[config.mk]
export PLATFORM = sky130hd
export DESIGN_NAME = ps2_scan_decoder
export DESIGN_NICKNAME = d
export VERILOG_FILES = /design/src/rtl/ps2_pkg.sv /design/src/rtl/ps2_frame_rx.sv /design/src/rtl/ps2_scan_decoder.sv
export SDC_FILE = /design/constraint.sdc
export NUM_CORES = 1
export LEC_CHECK = 0
export ABC_CLOCK_PERIOD_IN_PS = 2480
export CAP_MARGIN = 25
export CORE_MARGIN = 4
export CORE_UTILIZATION = 50
export CTS_BUF_LIST = sky130_fd_sc_hd__clkbuf_16
export DETAILED_ROUTE_END_ITERATION = 6
export HOLD_SLACK_MARGIN = 0.08
export PLACE_DENSITY = 0.69
export SLEW_MARGIN = 20
export SYNTH_ARGS = -nofsm -noshare
export SYNTH_HDL_FRONTEND = slang
export SYNTH_SLANG_ARGS = --single-unit
[constraint.sdc]
create_clock -name clk -period 2.48 [get_ports clk]
set_input_delay 0.62 -clock clk [delete_from_list [all_inputs] [get_ports clk]]
set_output_delay 0.62 -clock clk [all_outputs]
set_load 0.01 [all_outputs]
[src/rtl/ps2_pkg.sv]
// Shared constants, state types and helpers for the PS/2 keyboard front end.
// Byte values are the set-2 protocol bytes that the prefix logic reacts to.
package ps2_pkg;

  localparam logic [7:0] PS2_EXT    = 8'hE0;
  localparam logic [7:0] PS2_BRK    = 8'hF0;
  localparam logic [7:0] PS2_PAUSE  = 8'hE1;
  localparam logic [7:0] PS2_BAT    = 8'hAA;
  localparam logic [7:0] PS2_ACK    = 8'hFA;
  localparam logic [7:0] PS2_ECHO   = 8'hEE;
  localparam logic [7:0] PS2_RESEND = 8'hFE;
  localparam logic [7:0] PS2_KERR   = 8'hFF;
  localparam logic [7:0] PS2_OVR    = 8'h00;

  typedef enum logic {
    IDLE,
    RX
  } rx_state_t;

  typedef enum logic [1:0] {
    BASE,
    EXT,
    BRK
  } pfx_state_t;

  // Keyboard housekeeping bytes that never form a key event.
  function automatic logic is_ignored(input logic [7:0] b);
    return (b == PS2_PAUSE)  || (b == PS2_BAT)  ||
           (b == PS2_ACK)    || (b == PS2_ECHO) ||
           (b == PS2_RESEND) || (b == PS2_KERR) ||
           (b == PS2_OVR);
  endfunction

endpackage

[src/rtl/ps2_frame_rx.sv]
// PS/2 device-to-host frame receiver: sync, edge detect, shift, checks.
// Emits a one-cycle byte strobe or error strobe per completed frame.
module ps2_frame_rx #(
  parameter int TIMEOUT_CYCLES = 50000
) (
  input  logic       clk,
  input  logic       resetN,
  input  logic       ps2_clk,
  input  logic       ps2_data,
  output logic [7:0] rx_byte,
  output logic       rx_valid,
  output logic       rx_err
);
  import ps2_pkg::*;

  localparam int WDW = $clog2(TIMEOUT_CYCLES + 1);
  localparam logic [WDW-1:0] WD_LIM = WDW'(TIMEOUT_CYCLES - 1);

  logic [1:0]     clk_sync_q;
  logic [1:0]     dat_sync_q;
  logic           clk_prev_q;
  rx_state_t      state_q, state_d;
  logic [3:0]     cnt_q, cnt_d;
  logic [7:0]     sh_q, sh_d;
  logic           par_q, par_d;
  logic [WDW-1:0] wd_q, wd_d;
  logic           valid_q, valid_d;
  logic           err_q, err_d;

  logic fall;
  logic din;
  logic timeout;
  logic frame_ok;

  assign fall     = clk_prev_q & ~clk_sync_q[1];
  assign din      = dat_sync_q[1];
  assign timeout  = (wd_q == WD_LIM);
  assign frame_ok = (^{sh_q, par_q}) & din;

  // Two-flop synchronisers plus previous-clock flop; idle-high on reset.
  always_ff @(posedge clk or posedge resetN) begin
    if (resetN) begin
      clk_sync_q <= 2'b11;
      dat_sync_q <= 2'b11;
      clk_prev_q <= 1'b1;
    end else begin
      clk_sync_q <= {clk_sync_q[0], ps2_clk};
      dat_sync_q <= {dat_sync_q[0], ps2_data};
      clk_prev_q <= clk_sync_q[1];
    end
  end

  // Receiver state, bit counter, shift register and watchdog.
  always_ff @(posedge clk or posedge resetN) begin
    if (resetN) begin
      state_q <= IDLE;
      cnt_q   <= 4'd0;
      sh_q    <= 8'd0;
      par_q   <= 1'b0;
      wd_q    <= '0;
      valid_q <= 1'b0;
      err_q   <= 1'b0;
    end else begin
      state_q <= state_d;
      cnt_q   <= cnt_d;
      sh_q    <= sh_d;
      par_q   <= par_d;
      wd_q    <= wd_d;
      valid_q <= valid_d;
      err_q   <= err_d;
    end
  end

  // Next-state: start detect, data/parity capture, stop check, timeout.
  always_comb begin
    state_d = state_q;
    cnt_d   = cnt_q;
    sh_d    = sh_q;
    par_d   = par_q;
    wd_d    = wd_q;
    valid_d = 1'b0;
    err_d   = 1'b0;
    unique case (state_q)
      IDLE: begin
        wd_d  = '0;
        cnt_d = 4'd0;
        if (fall && !din) begin
          state_d = RX;
          cnt_d   = 4'd1;
        end
      end
      RX: begin
        if (fall) begin
          wd_d  = '0;
          cnt_d = cnt_q + 4'd1;
          unique case (1'b1)
            (cnt_q <= 4'd8): sh_d  = {din, sh_q[7:1]};
            (cnt_q == 4'd9): par_d = din;
            default: begin
              state_d = IDLE;
              cnt_d   = 4'd0;
              valid_d = frame_ok;
              err_d   = ~frame_ok;
            end
          endcase
        end else if (timeout) begin
          state_d = IDLE;
          cnt_d   = 4'd0;
          wd_d    = '0;
          err_d   = 1'b1;
        end else begin
          wd_d = wd_q + WDW'(1);
        end
      end
      default: state_d = IDLE;
    endcase
  end

  assign rx_byte  = sh_q;
  assign rx_valid = valid_q;
  assign rx_err   = err_q;

endmodule

[src/rtl/ps2_scan_decoder.sv]
// PS/2 scan decoder top: frame receiver plus E0/F0 prefix folding.
// Produces a 9-bit key code with one-cycle make/break/error pulses.
module ps2_scan_decoder #(
  parameter int TIMEOUT_CYCLES = 50000
) (
  input  logic       clk,
  input  logic       resetN,
  input  logic       ps2_clk,
  input  logic       ps2_data,
  output logic [8:0] keyCode,
  output logic       make,
  output logic       brakee,
  output logic       frame_err
);
  import ps2_pkg::*;

  logic [7:0] rx_byte;
  logic       rx_valid;
  logic       rx_err;

  ps2_frame_rx #(
    .TIMEOUT_CYCLES(TIMEOUT_CYCLES)
  ) u_rx (
    .clk     (clk),
    .resetN  (resetN),
    .ps2_clk (ps2_clk),
    .ps2_data(ps2_data),
    .rx_byte (rx_byte),
    .rx_valid(rx_valid),
    .rx_err  (rx_err)
  );

  pfx_state_t pfx_q, pfx_d;
  logic       ext_q, ext_d;
  logic [8:0] key_q, key_d;
  logic       make_q, make_d;
  logic       brk_q, brk_d;
  logic       ferr_q, ferr_d;

  logic b_ext;
  logic b_brk;
  logic b_ign;

  assign b_ext = (rx_byte == PS2_EXT);
  assign b_brk = (rx_byte == PS2_BRK);
  assign b_ign = is_ignored(rx_byte);

  // Prefix state and registered outputs.
  always_ff @(posedge clk or posedge resetN) begin
    if (resetN) begin
      pfx_q  <= BASE;
      ext_q  <= 1'b0;
      key_q  <= 9'd0;
      make_q <= 1'b0;
      brk_q  <= 1'b0;
      ferr_q <= 1'b0;
    end else begin
      pfx_q  <= pfx_d;
      ext_q  <= ext_d;
      key_q  <= key_d;
      make_q <= make_d;
      brk_q  <= brk_d;
      ferr_q <= ferr_d;
    end
  end

  // Fold prefix bytes; emit key events; errors drop any pending prefix.
  always_comb begin
    pfx_d  = pfx_q;
    ext_d  = ext_q;
    key_d  = key_q;
    make_d = 1'b0;
    brk_d  = 1'b0;
    ferr_d = 1'b0;
    if (rx_err) begin
      ferr_d = 1'b1;
      ext_d  = 1'b0;
      pfx_d  = BASE;
    end else if (rx_valid) begin
      unique case (1'b1)
        b_ext: begin
          ext_d = 1'b1;
          pfx_d = EXT;
        end
        b_brk: pfx_d = BRK;
        b_ign: begin
          ext_d = 1'b0;
          pfx_d = BASE;
        end
        default: begin
          key_d  = {ext_q, rx_byte};
          make_d = (pfx_q != BRK);
          brk_d  = (pfx_q == BRK);
          ext_d  = 1'b0;
          pfx_d  = BASE;
        end
      endcase
    end
  end

  assign keyCode   = key_q;
  assign make      = make_q;
  assign brakee    = brk_q;
  assign frame_err = ferr_q;

endmodule

==> results of run 1 <==
[logic make-up after synthesis]
logic type,after synthesis
buffers and inverters,17
AND/OR/NAND/NOR,78
flip-flops,52
multiplexers,12
adder cells (fa/ha/maj),5
XOR/XNOR,21
AO/OA/AOI/OAI,31
[routing by layer]
| metal | share of wire, % | track usage, % | vias up |
|---|---|---|---|
| met3 | 3.5 | 2.67 | 6 |
| met5 | 0 | 0 | - |
| met2 | 45 | 22.7 | 24 |
| met1 | 50 | 20.7 | 764 |
| li1 | - | - | 791 |
| met4 | 1.4 | 5.34 | 0 |
[cell type report]
cell class,instances,area share [%]
Multi-Input combinational cell,147,37.1
Sequential cell,52,47.4
Inverter,10,1.36
Timing Repair Buffer,18,6.71
Clock buffer,5,4.54
Tap cell,54,2.45
Clock inverter,3,0.408
[power by group through the flow]
stage / Clock [W] / Combinational (W) / Sequential [W]
6_report: 0.000638 / 0.000463 / 0.00106
4_1_cts: 0.000664 / 0.000469 / 0.00106
5_1_grt: 0.000700 / 0.000513 / 0.00107
3_3_place_gp: 0 / 0.000460 / 0.00107
3_5_place_dp: 0 / 0.000466 / 0.00107
2_1_floorplan: 0 / 0.000466 / 0.000990
[cells in the final DEF, fill, tap and decap left out, drive strengths merged, types with 2 or more instances in the layout]
master / instances
a211oi: 2
nor3b: 2
mux2: 12
inv: 12
and3: 4
xor2: 6
nor4: 4
ha: 4
o22a: 2
nor2b: 2
nor3: 5
o21ai: 9
clkdlybuf4s50: 15
nand2: 12
clkbuf: 5
dfstp: 5
xnor2: 14
nand2b: 3
and2: 2
and4: 3
nand3: 10
a32oi: 2
a31oi: 3
nor4bb: 2
a32o: 2
buf: 3
a21oi: 8
dfrtp: 47
nor2: 24
[through the flow]
step,power (W),std cells,cell area (um2)
final,0.00216,289,2760
after global routing,0.00229,289,2760
after CTS,0.00219,289,2760
after detailed placement,0.00154,281,2620
after global placement,0.00153,281,2620
after floorplan,0.00146,216,2410
[sequential cells by signal, summed over array words and instances (netlist names)]
register / cells
u_rx.clk_prev_q: 1
u_rx.dat_sync_q: 2
pfx_q: 2
u_rx.cnt_q: 4
keyCode: 9
make: 1
u_rx.rx_byte: 8
u_rx.state_q: 1
brakee: 1
frame_err: 1
u_rx.rx_valid: 1
u_rx.par_q: 1
u_rx.wd_q: 16
ext_q: 1
u_rx.clk_sync_q: 2
u_rx.rx_err: 1
[worst register-to-register path, delay by kind of cell (launching register included)]
family / cells / cell delay [ps]
compound gates: 2 / 680
flops: 1 / 470
mux: 1 / 340
fa+ha+maj: 1 / 320
buf+inv: 1 / 130
[worst paths after layout]
kind,startpoint,end,slack [ps],depth (start not counted)
hold / removal,u_rx.clk_sync_q[0],u_rx.clk_sync_q[1],360,0
setup / recovery,u_rx.rx_byte[4],keyCode[2],430,5
max in group asynchronous,resetN,u_rx.dat_sync_q[0],1480,3
hold reg to reg,u_rx.clk_sync_q[0],u_rx.clk_sync_q[1],360,0
min in group asynchronous,resetN,make,710,3
setup reg to reg,u_rx.rx_byte[4],keyCode[2],430,5
==> impl_summary.log, run 1 <==
[metrics] run status: finished clean
[metrics] arrival time of the worst setup path: 2210 ps
[metrics] library cell with the largest summed area after synthesis: dfrtp_1
[metrics] most common flop cell mapped by yosys: dfrtp_1
[metrics] multi-input gate area in the final layout: 0.00102 mm2
[metrics] post-DR wirelength/cell: 13.9 um
[metrics] Max Buffers Root-to-Sink: 2
[metrics] Net Sw Power: 0.000629 W
[metrics] slew of the pin with the lowest slew margin: 542 ps
[metrics] Period Utilization, post-route: 82.5%
[metrics] tightest slew margin relative to the limit: 63.6%
[metrics] RePlAce Congestion: 0.810
[metrics] part of the power in combinational logic: 21.4%
[metrics] filler cell count: 387
[metrics] CTS clock-pin slew for the worst setup and hold paths: 60 ps
[metrics] Setup Total Neg Slack: 0 ps
[metrics] IO Pins: 16
[metrics] Root Buffer: clkbuf_16
[metrics] required time at the worst-slack endpoint: 2650 ps
[metrics] via count: 1,585
[metrics] Worst Setup End Kind: register
[metrics] mux share of post-synthesis cell area: 6.38%
[metrics] average cell area after synthesis: 11.2 um2
[metrics] number of antenna violations at the first check in global routing: 0
[metrics] aggregate routed wire length: 4.01 mm
[metrics] floorplan core area: 0.00469 mm2
[metrics] global-route wire length before repair: 7.13 mm
[metrics] register area: 0.00131 mm2
[metrics] Max Cap Violations: 0
[metrics] number of failing setup endpoints in the final timing report: 0
[metrics] Layout area overhead: 14.3%
[metrics] Post-synth EDFFs: 0
[metrics] Net Count, Synth: 224
[metrics] post-synthesis sequential area ratio: 54.2%
[metrics] area of the die: 0.00600 mm2
[metrics] post-detailed-route count of antenna-violating nets: 0
[metrics] number of H-tree levels: 2
[metrics] type of the worst setup path: reg2reg
[metrics] kind of cell adding the most delay to the critical path: compound AO/OA/AOI/OAI gates
[metrics] worst path bufs/invs: 1
[metrics] number of warnings issued by yosys: 0
[metrics] first-iteration detailed-routing DRC count: 117
[metrics] largest net degree at the start of global routing: 53
[metrics] die width: 77.5 um
[metrics] largest cells by area after synthesis: dfrtp_1, dfstp_2, xnor2_1
[metrics] Synth Area in Adders: 2.54%
[metrics] library cell with the highest instance count after synthesis: dfrtp_1
[metrics] number of inserted diodes: 0
[metrics] internal power contribution: 0.00153 W
[metrics] Clock power frac: 29.6%
[metrics] final-layout worst hold slack: 356 ps
[metrics] Final Max Slew Viols: 0
[metrics] critical path startpoint category: register
[metrics] part of the power in registers: 49.0%
[metrics] worst setup slack after layout: 434 ps
[metrics] count of nets after finishing: 242
[metrics] setup repair after global routing missed its margin: false
[metrics] num rows: 25
[metrics] vias per inst: 5.48
[metrics] Tmin final: 2050 ps
[metrics] Synth Instances: 216
[metrics] share of final-layout standard cells stronger than drive strength 1: 10.2%
[metrics] area share of the largest cell type after synthesis: 48.7%
[metrics] worst-case setup slack after placement: 460 ps
[metrics] number of buffer cells added on primary ports: 15
[metrics] vias in the first global route: 1,513
[metrics] peak per-stage delay on the critical path: 470 ps
[metrics] ys async rst share: 100%
[metrics] initial core utilization: 51.4%
[metrics] Worst Skew: 4.93 ps
[metrics] total of hold buffers inserted after clock tree synthesis: 0
[metrics] Resize count post-CTS: 0
[metrics] Synth top cells by count: dfrtp_1, nor2_1, xnor2_1
[metrics] simple-gate portion of the synthesized area: 16.8%
[metrics] Clock Sinks: 52
[metrics] post-synthesis instance area: 0.00241 mm2
[metrics] height of the die: 77.5 um
[metrics] Pwr per Cell Area: 782 mW/mm2
[metrics] compound-gate portion of the synthesized area: 8.50%
[metrics] maximum operating frequency: 489 MHz
[metrics] post-synthesis sequential element count: 52
[metrics] leftover overflow at the end of global routing: 0
[metrics] global-route usage over all layers: 14.7%
[metrics] worst-path maximum fanout: 9
[metrics] count of buffers added by post-CTS timing repair for setup: 0
[metrics] post-synth cell types: 44
[metrics] critical-path cell list: inv_1 -> maj3_2 -> o21ai_1 -> a21o_1 -> mux2_4
[metrics] Leakage: 1.21 nW
[metrics] final HPWL from detailed placement: 2.71 mm
[metrics] number of detailed-route iterations in the first pass: 4
[metrics] clock latency on the worst-skew pair: 280 ps
[metrics] switching part of the total: 29.1%
[metrics] maximum resistive drop on vdd: 0.523 mV
[metrics] xor and xnor fraction of the mapped netlist area: 8.19%
[metrics] TritonCTS clock tree: built
[metrics] combinational family with the most area after synthesis: simple AND/OR/NAND/NOR gates
[metrics] Num CTS Buffers: 5
[metrics] number of hold violations in the final report: 0
[metrics] min-delay worst type: reg2reg
[metrics] slowest stage cell, crit path: dfrtp_1
[metrics] DRC viols: 0
[metrics] Final Util: 58.8%
Power figures use the tool's default switching activity.
==> run 2, diff against run 1 <==
- ABC_CLOCK_PERIOD_IN_PS: 2480 -> 1700
- PLACE_DENSITY: 0.69 -> 0.72
- clock period: 2.48 -> 1.7 ns (I/O delays scaled with it)
==> run 2 against run 1 <==
Compared with the run above:
- the flow now finishes with violations (negative setup slack)
- critical path depth rose by 1
- die area did not move
- clock skew increased by 3.4 ps
- final cell count increased by 11%
- worst setup slack got worse by 500 ps
- clock-buffer cell count unchanged
- design area up 15%
- first-iteration DRC count shrank 5.1%
- total power increased by 84%
- critical path type unchanged
- critical endpoint unchanged
- largest cell class unchanged
==> impl_summary.log, run 2 (synthesis gave the netlist of run 1 again) <==
[metrics] total of hold buffers inserted after clock tree synthesis: 0
[metrics] number of H-tree levels: 2
[metrics] type of the worst setup path: reg2reg
[metrics] number of buffer cells added on primary ports: 15
[metrics] clock latency on the worst-skew pair: 290 ps
[metrics] first-iteration detailed-routing DRC count: 111
[metrics] worst path bufs/invs: 1
[metrics] peak per-stage delay on the critical path: 480 ps
[metrics] IO Pins: 16
[metrics] final HPWL from detailed placement: 3.09 mm
[metrics] run status: finished, violations left
[metrics] Most Used Layer, Global Route: met2
[metrics] min-delay worst type: reg2reg
[metrics] Max Cap Violations: 0
[metrics] vias in the first global route: 1,810
[metrics] met3 global-route usage: 4.64%
[metrics] number of detailed-route iterations in the first pass: 4
[metrics] floorplan core area: 0.00469 mm2
[metrics] tightest slew margin relative to the limit: 79.4%
[metrics] num rows: 25
[metrics] largest net degree at the start of global routing: 53
[metrics] leftover overflow at the end of global routing: 0
[metrics] post-DR wirelength/cell: 14.6 um
[metrics] number of inserted diodes: 0
[metrics] Tmin final: 1770 ps
[metrics] final instance area: 0.00318 mm2
[metrics] minimum setup slack among reg-to-reg paths: -70 ps
[metrics] global-route wire length before repair: 8.25 mm
[metrics] worst setup slack after layout: -68.8 ps
[metrics] global-route usage over all layers: 17.5%
[metrics] met2 global-route usage: 28.8%
[metrics] number of antenna violations at the first check in global routing: 0
[metrics] Worst Setup End Kind: register
[metrics] post-detailed-route count of antenna-violating nets: 0
[metrics] arrival time of the worst setup path: 1950 ps
[metrics] Layout area overhead: 31.9%
[metrics] height of the die: 77.5 um
[metrics] worst-path maximum fanout: 7
[metrics] Final Max Slew Viols: 0
[metrics] Clock Sinks: 52
[metrics] maximum operating frequency: 565 MHz
[metrics] RePlAce Congestion: 0.881
[metrics] count of nets after finishing: 275
[metrics] Largest register FFs: 16
[metrics] area of the die: 0.00600 mm2
[metrics] via count: 1,761
[metrics] critical-path cell list: nor4_1 -> a32oi_2 -> o21ai_2 -> a21o_1 -> buf_12 -> mux2_4
[metrics] critical path startpoint category: register
[metrics] number of failing setup endpoints in the final timing report: 6
[metrics] maximum resistive drop on vdd: 0.712 mV
[metrics] slowest stage cell, crit path: dfrtp_2
[metrics] aggregate routed wire length: 4.71 mm
[metrics] top register by number of flip-flops: u_rx.wd_q
[metrics] Max Buffers Root-to-Sink: 2
[metrics] share of final-layout standard cells stronger than drive strength 1: 29.1%
[metrics] met1 track utilization from global routing: 22.5%
[metrics] Pwr per Cell Area: 1250 mW/mm2
[metrics] Leakage: 1.40 nW
[metrics] violations in the final reports: negative setup slack
[metrics] Period Utilization, post-route: 104%
[metrics] most common cell after layout, fill and taps aside: dfrtp_1
[metrics] slew of the pin with the lowest slew margin: 307 ps
[metrics] setup repair after global routing missed its margin: true
[metrics] Worst Skew: 8.29 ps
[metrics] filler cell count: 333
[metrics] die width: 77.5 um
[metrics] final-layout worst hold slack: 358 ps
[metrics] required time at the worst-slack endpoint: 1880 ps
[metrics] number of hold violations in the final report: 0
[metrics] highest-count cells in the layout ignoring fill and taps: dfrtp_1, buf_4, nor2_1
[metrics] vias per inst: 5.47
[metrics] CTS clock-pin slew for the worst setup and hold paths: 70 ps
[metrics] Num CTS Buffers: 5
[metrics] Root Buffer: clkbuf_16
[metrics] placed standard-cell area: 0.00284 mm2
[metrics] TritonCTS clock tree: built
[metrics] initial core utilization: 51.4%
[metrics] kind of cell adding the most delay to the critical path: flip-flops
[metrics] DRC viols: 0
[run 2: worst paths after layout]
kind,from,end,depth (start not counted)
setup reg to reg,u_rx.rx_byte[0],keyCode[2],6
setup / recovery,u_rx.rx_byte[0],keyCode[2],6
max in group asynchronous,resetN,u_rx.clk_sync_q[0],3
min in group asynchronous,resetN,keyCode[8],3
hold reg to reg,u_rx.clk_sync_q[0],u_rx.clk_sync_q[1],0
hold / removal,u_rx.clk_sync_q[0],u_rx.clk_sync_q[1],0
[run 2: worst reg2reg max path, stage by stage, from the launching register on]
cell     delay (ps)
dfrtp_2         480
nor4_1          350
a32oi_2         150
o21ai_2          80
a21o_1          170
buf_12          130
mux2_4          300
[run 2: final cells by class]
cell class	count	area [um2]	share of cell area (%)
well taps	54	67.6	2.12
clock buffers	5	125	3.93
flip-flops and latches	52	1310	41.2
repair buffers	50	449	14.1
inverters	10	37.5	1.18
clock inverters	3	37.5	1.18
multi-input cells	148	1150	36.3
[run 2: what timing repair did]
item,CTS,global route
cloned,0,1
pin swaps,2,5
endpoints found under the setup margin,6,36
gates resized for setup,8,19
setup buffers,4,3
[run 2: routing by layer]
metal  vias up  routed length [um]
li1        858                   -
met4         0                  78
met3        11                 202
met2        42                2230
met1       850                2200
met5         -                   0
[run 2: power by group]
part	internal (W)	switching [W]
logic	0.000741	0.000642
clock network	0.000685	0.000431
registers	0.00135	0.000126
[run 2: through the flow]
step / instances / setup TNS [ps] / power [W] / utilization [%] / setup slack [ps]
final: 322 / -337 / 0.00397 / 67.8 / -68.8
after global routing: 322 / -818 / 0.00418 / 67.8 / -127
after CTS: 318 / -140 / 0.00375 / 65.4 / -37.4
after detailed placement: 306 / -321 / 0.00252 / 60.5 / -73.6
after global placement: 306 / -175 / 0.00250 / 60.5 / -35.3
after floorplan: 216 / -645 / 0.00214 / - / -129
==> run 3, diff against run 2 <==
- CORE_MARGIN: 4 -> unset
==> run 3 against run 2 <==
Compared with the run above:
- the run still ends with negative setup slack left
- final cell count increased by 0.31%
- die area shrank 15%
- utilization rose by 4.7 points
- clock power decreased by 12%
- sequential share of layout area down 1.0 points
- non-clock buffer count rose by 3
- critical path depth grew 1
- sequential power about the same
- first-iteration DRC count rose by 33%
- combinational power increased by 4%
- largest cell class unchanged
- largest power group unchanged
==> impl_summary.log, run 3 (synthesis gave the netlist of run 1 again) <==
[metrics] run status: finished, violations left
[metrics] violations in the final reports: negative setup slack
[metrics] Largest register FFs: 16
[metrics] Most Used Layer, Global Route: met2
[metrics] count of nets after finishing: 278
[metrics] number of H-tree levels: 2
[metrics] slew of the pin with the lowest slew margin: 307 ps
[metrics] Max Cap Violations: 0
[metrics] aggregate routed wire length: 5.05 mm
[metrics] timing startpoint of the critical path: u_rx.rx_byte[0]
[metrics] Worst Skew: 8.88 ps
[metrics] type of the worst setup path: reg2reg
[metrics] Reg-to-Reg Start: u_rx.rx_byte[0]
[metrics] height of the die: 71.5 um
[metrics] peak per-stage delay on the critical path: 510 ps
[metrics] worst-path maximum fanout: 7
[metrics] initial core utilization: 53.6%
[metrics] tightest slew margin relative to the limit: 79.4%
[metrics] number of cells in the finished layout apart from fillers: 323
[metrics] switching part of the total: 31.9%
[metrics] Tmin final: 1810 ps
[metrics] required time at the worst-slack endpoint: 1870 ps
[metrics] Final Max Slew Viols: 0
[metrics] leftover overflow at the end of global routing: 0
[metrics] post-DR wirelength/cell: 15.6 um
[metrics] Max Buffers Root-to-Sink: 2
[metrics] IO Pins: 16
[metrics] first-iteration detailed-routing DRC count: 148
[metrics] DRC viols: 0
[metrics] part of the power in combinational logic: 36.7%
[metrics] die width: 71.5 um
[metrics] setup repair after global routing missed its margin: true
[metrics] via count: 1,806
[metrics] global-route usage over all layers: 20.9%
[metrics] Layout area overhead: 35.4%
[metrics] num rows: 24
[metrics] number of inserted diodes: 0
[metrics] met3 global-route usage: 4.22%
[metrics] placed cell count: 309
[metrics] met1 track utilization from global routing: 29.8%
[metrics] Period Utilization, post-route: 106%
[metrics] number of hold violations in the final report: 0
[metrics] part of the power in registers: 38.3%
[metrics] CTS clock-pin slew for the worst setup and hold paths: 70 ps
[metrics] Clock power frac: 25.0%
[metrics] slowest stage cell, crit path: dfrtp_2
[metrics] Root Buffer: clkbuf_16
[metrics] most common cell after layout, fill and taps aside: dfrtp_1
[metrics] number of buffer cells added on primary ports: 15
[metrics] Pwr per Cell Area: 1200 mW/mm2
[metrics] post-detailed-route count of antenna-violating nets: 0
[metrics] worst setup slack after layout: -110 ps
[metrics] maximum resistive drop on vdd: 0.745 mV
[metrics] internal power contribution: 0.00267 W
[metrics] highest-count cells in the layout ignoring fill and taps: dfrtp_1, buf_4, nor2_1
[metrics] Num CTS Buffers: 5
[metrics] critical-path cell list: buf_6 -> nor4_4 -> a32oi_1 -> o21ai_2 -> a21o_4 -> buf_12 -> mux2_4
[metrics] met2 global-route usage: 32.2%
[metrics] area of the die: 0.00511 mm2
[metrics] share of final-layout standard cells stronger than drive strength 1: 32.5%
[metrics] arrival time of the worst setup path: 1980 ps
[metrics] min-delay worst type: reg2reg
[metrics] clock latency on the worst-skew pair: 290 ps
[metrics] maximum operating frequency: 553 MHz
[metrics] final HPWL from detailed placement: 3.13 mm
[metrics] RePlAce Congestion: 0.814
[metrics] number of antenna violations at the first check in global routing: 0
[metrics] Leakage: 1.43 nW
[metrics] number of detailed-route iterations in the first pass: 4
[metrics] floorplan core area: 0.00450 mm2
[metrics] number of failing setup endpoints in the final timing report: 7
[metrics] top register by number of flip-flops: u_rx.wd_q
[metrics] largest net degree at the start of global routing: 53
[metrics] vias per inst: 5.59
[metrics] critical path startpoint category: register
[metrics] Clock Sinks: 52
[metrics] total of hold buffers inserted after clock tree synthesis: 0
[metrics] Overall Power: 0.00392 W
[metrics] Worst Setup End Kind: register
[metrics] Net Sw Power: 0.00125 W
[metrics] global-route wire length before repair: 8.09 mm
[metrics] TritonCTS clock tree: built
[metrics] HP Start: u_rx.dat_sync_q[0]
[metrics] vias in the first global route: 1,721
-- run 3: critical path: cells and delay by family (launching register included) --
kind,cells,cell delay (ps)
flops,1,510
simple gates,1,30
compound gates,3,570
mux,1,290
buf+inv,2,280
-- run 3: metrics by stage --
step                hold slack, ps  setup WS, ps  TNS, ps  util (%)  cell area [um2]
floorplan                      345          -129     -645         -             2430
global placement               346         -70.1     -350      64.1             2890
detailed placement             347          -111     -553      64.1             2890
CTS                            359         -79.1     -536      68.6             3090
global route                   362          -160    -1020      72.5             3270
finish                         360          -110     -522      72.5             3270
-- run 3: cell type report --
| type | count | area, um2 |
|---|---|---|
| Tap cell | 52 | 65.1 |
| Sequential cell | 52 | 1310 |
| Inverter | 10 | 37.5 |
| Multi-Input combinational cell | 148 | 1200 |
| Fill cell | 307 | 1240 |
| Clock inverter | 3 | 20.0 |
| Timing Repair Buffer | 53 | 504 |
| Clock buffer | 5 | 125 |
-- run 3: worst paths after layout --
| kind | endpoint | slack, ps | cells past startpoint |
|---|---|---|---|
| max | keyCode[2] | -110 | 7 |
| min | u_rx.dat_sync_q[1] | 360 | 0 |
| max reg2reg | keyCode[2] | -110 | 7 |
| min reg2reg | u_rx.dat_sync_q[1] | 360 | 0 |
| max in group asynchronous | u_rx.clk_prev_q | 920 | 3 |
| min in group asynchronous | u_rx.rx_byte[6] | 510 | 3 |
-- run 3: power by group through the flow --
stage | Sequential [W] | Clock, W | Combinational (W)
6_report | 0.00150 | 0.000980 | 0.00144
5_1_grt | 0.00152 | 0.00106 | 0.00155
4_1_cts | 0.00146 | 0.000995 | 0.00116
2_1_floorplan | 0.00144 | 0 | 0.000700
3_3_place_gp | 0.00147 | 0 | 0.00109
3_5_place_dp | 0.00148 | 0 | 0.00111
-- run 3: what timing repair did --
action / in CTS / in global routing
cloned: 1 / 1
setup endpoints to repair: 6 / 37
setup buffers: 0 / 4
pin swaps: 4 / 7
resized for setup: 4 / 32
-- run 3: routing by layer --
metal | vias up | wire [um]
li1 | 867 | -
met1 | 889 | 2330
met2 | 35 | 2430
met3 | 15 | 152
met4 | 0 | 140
met5 | - | 0
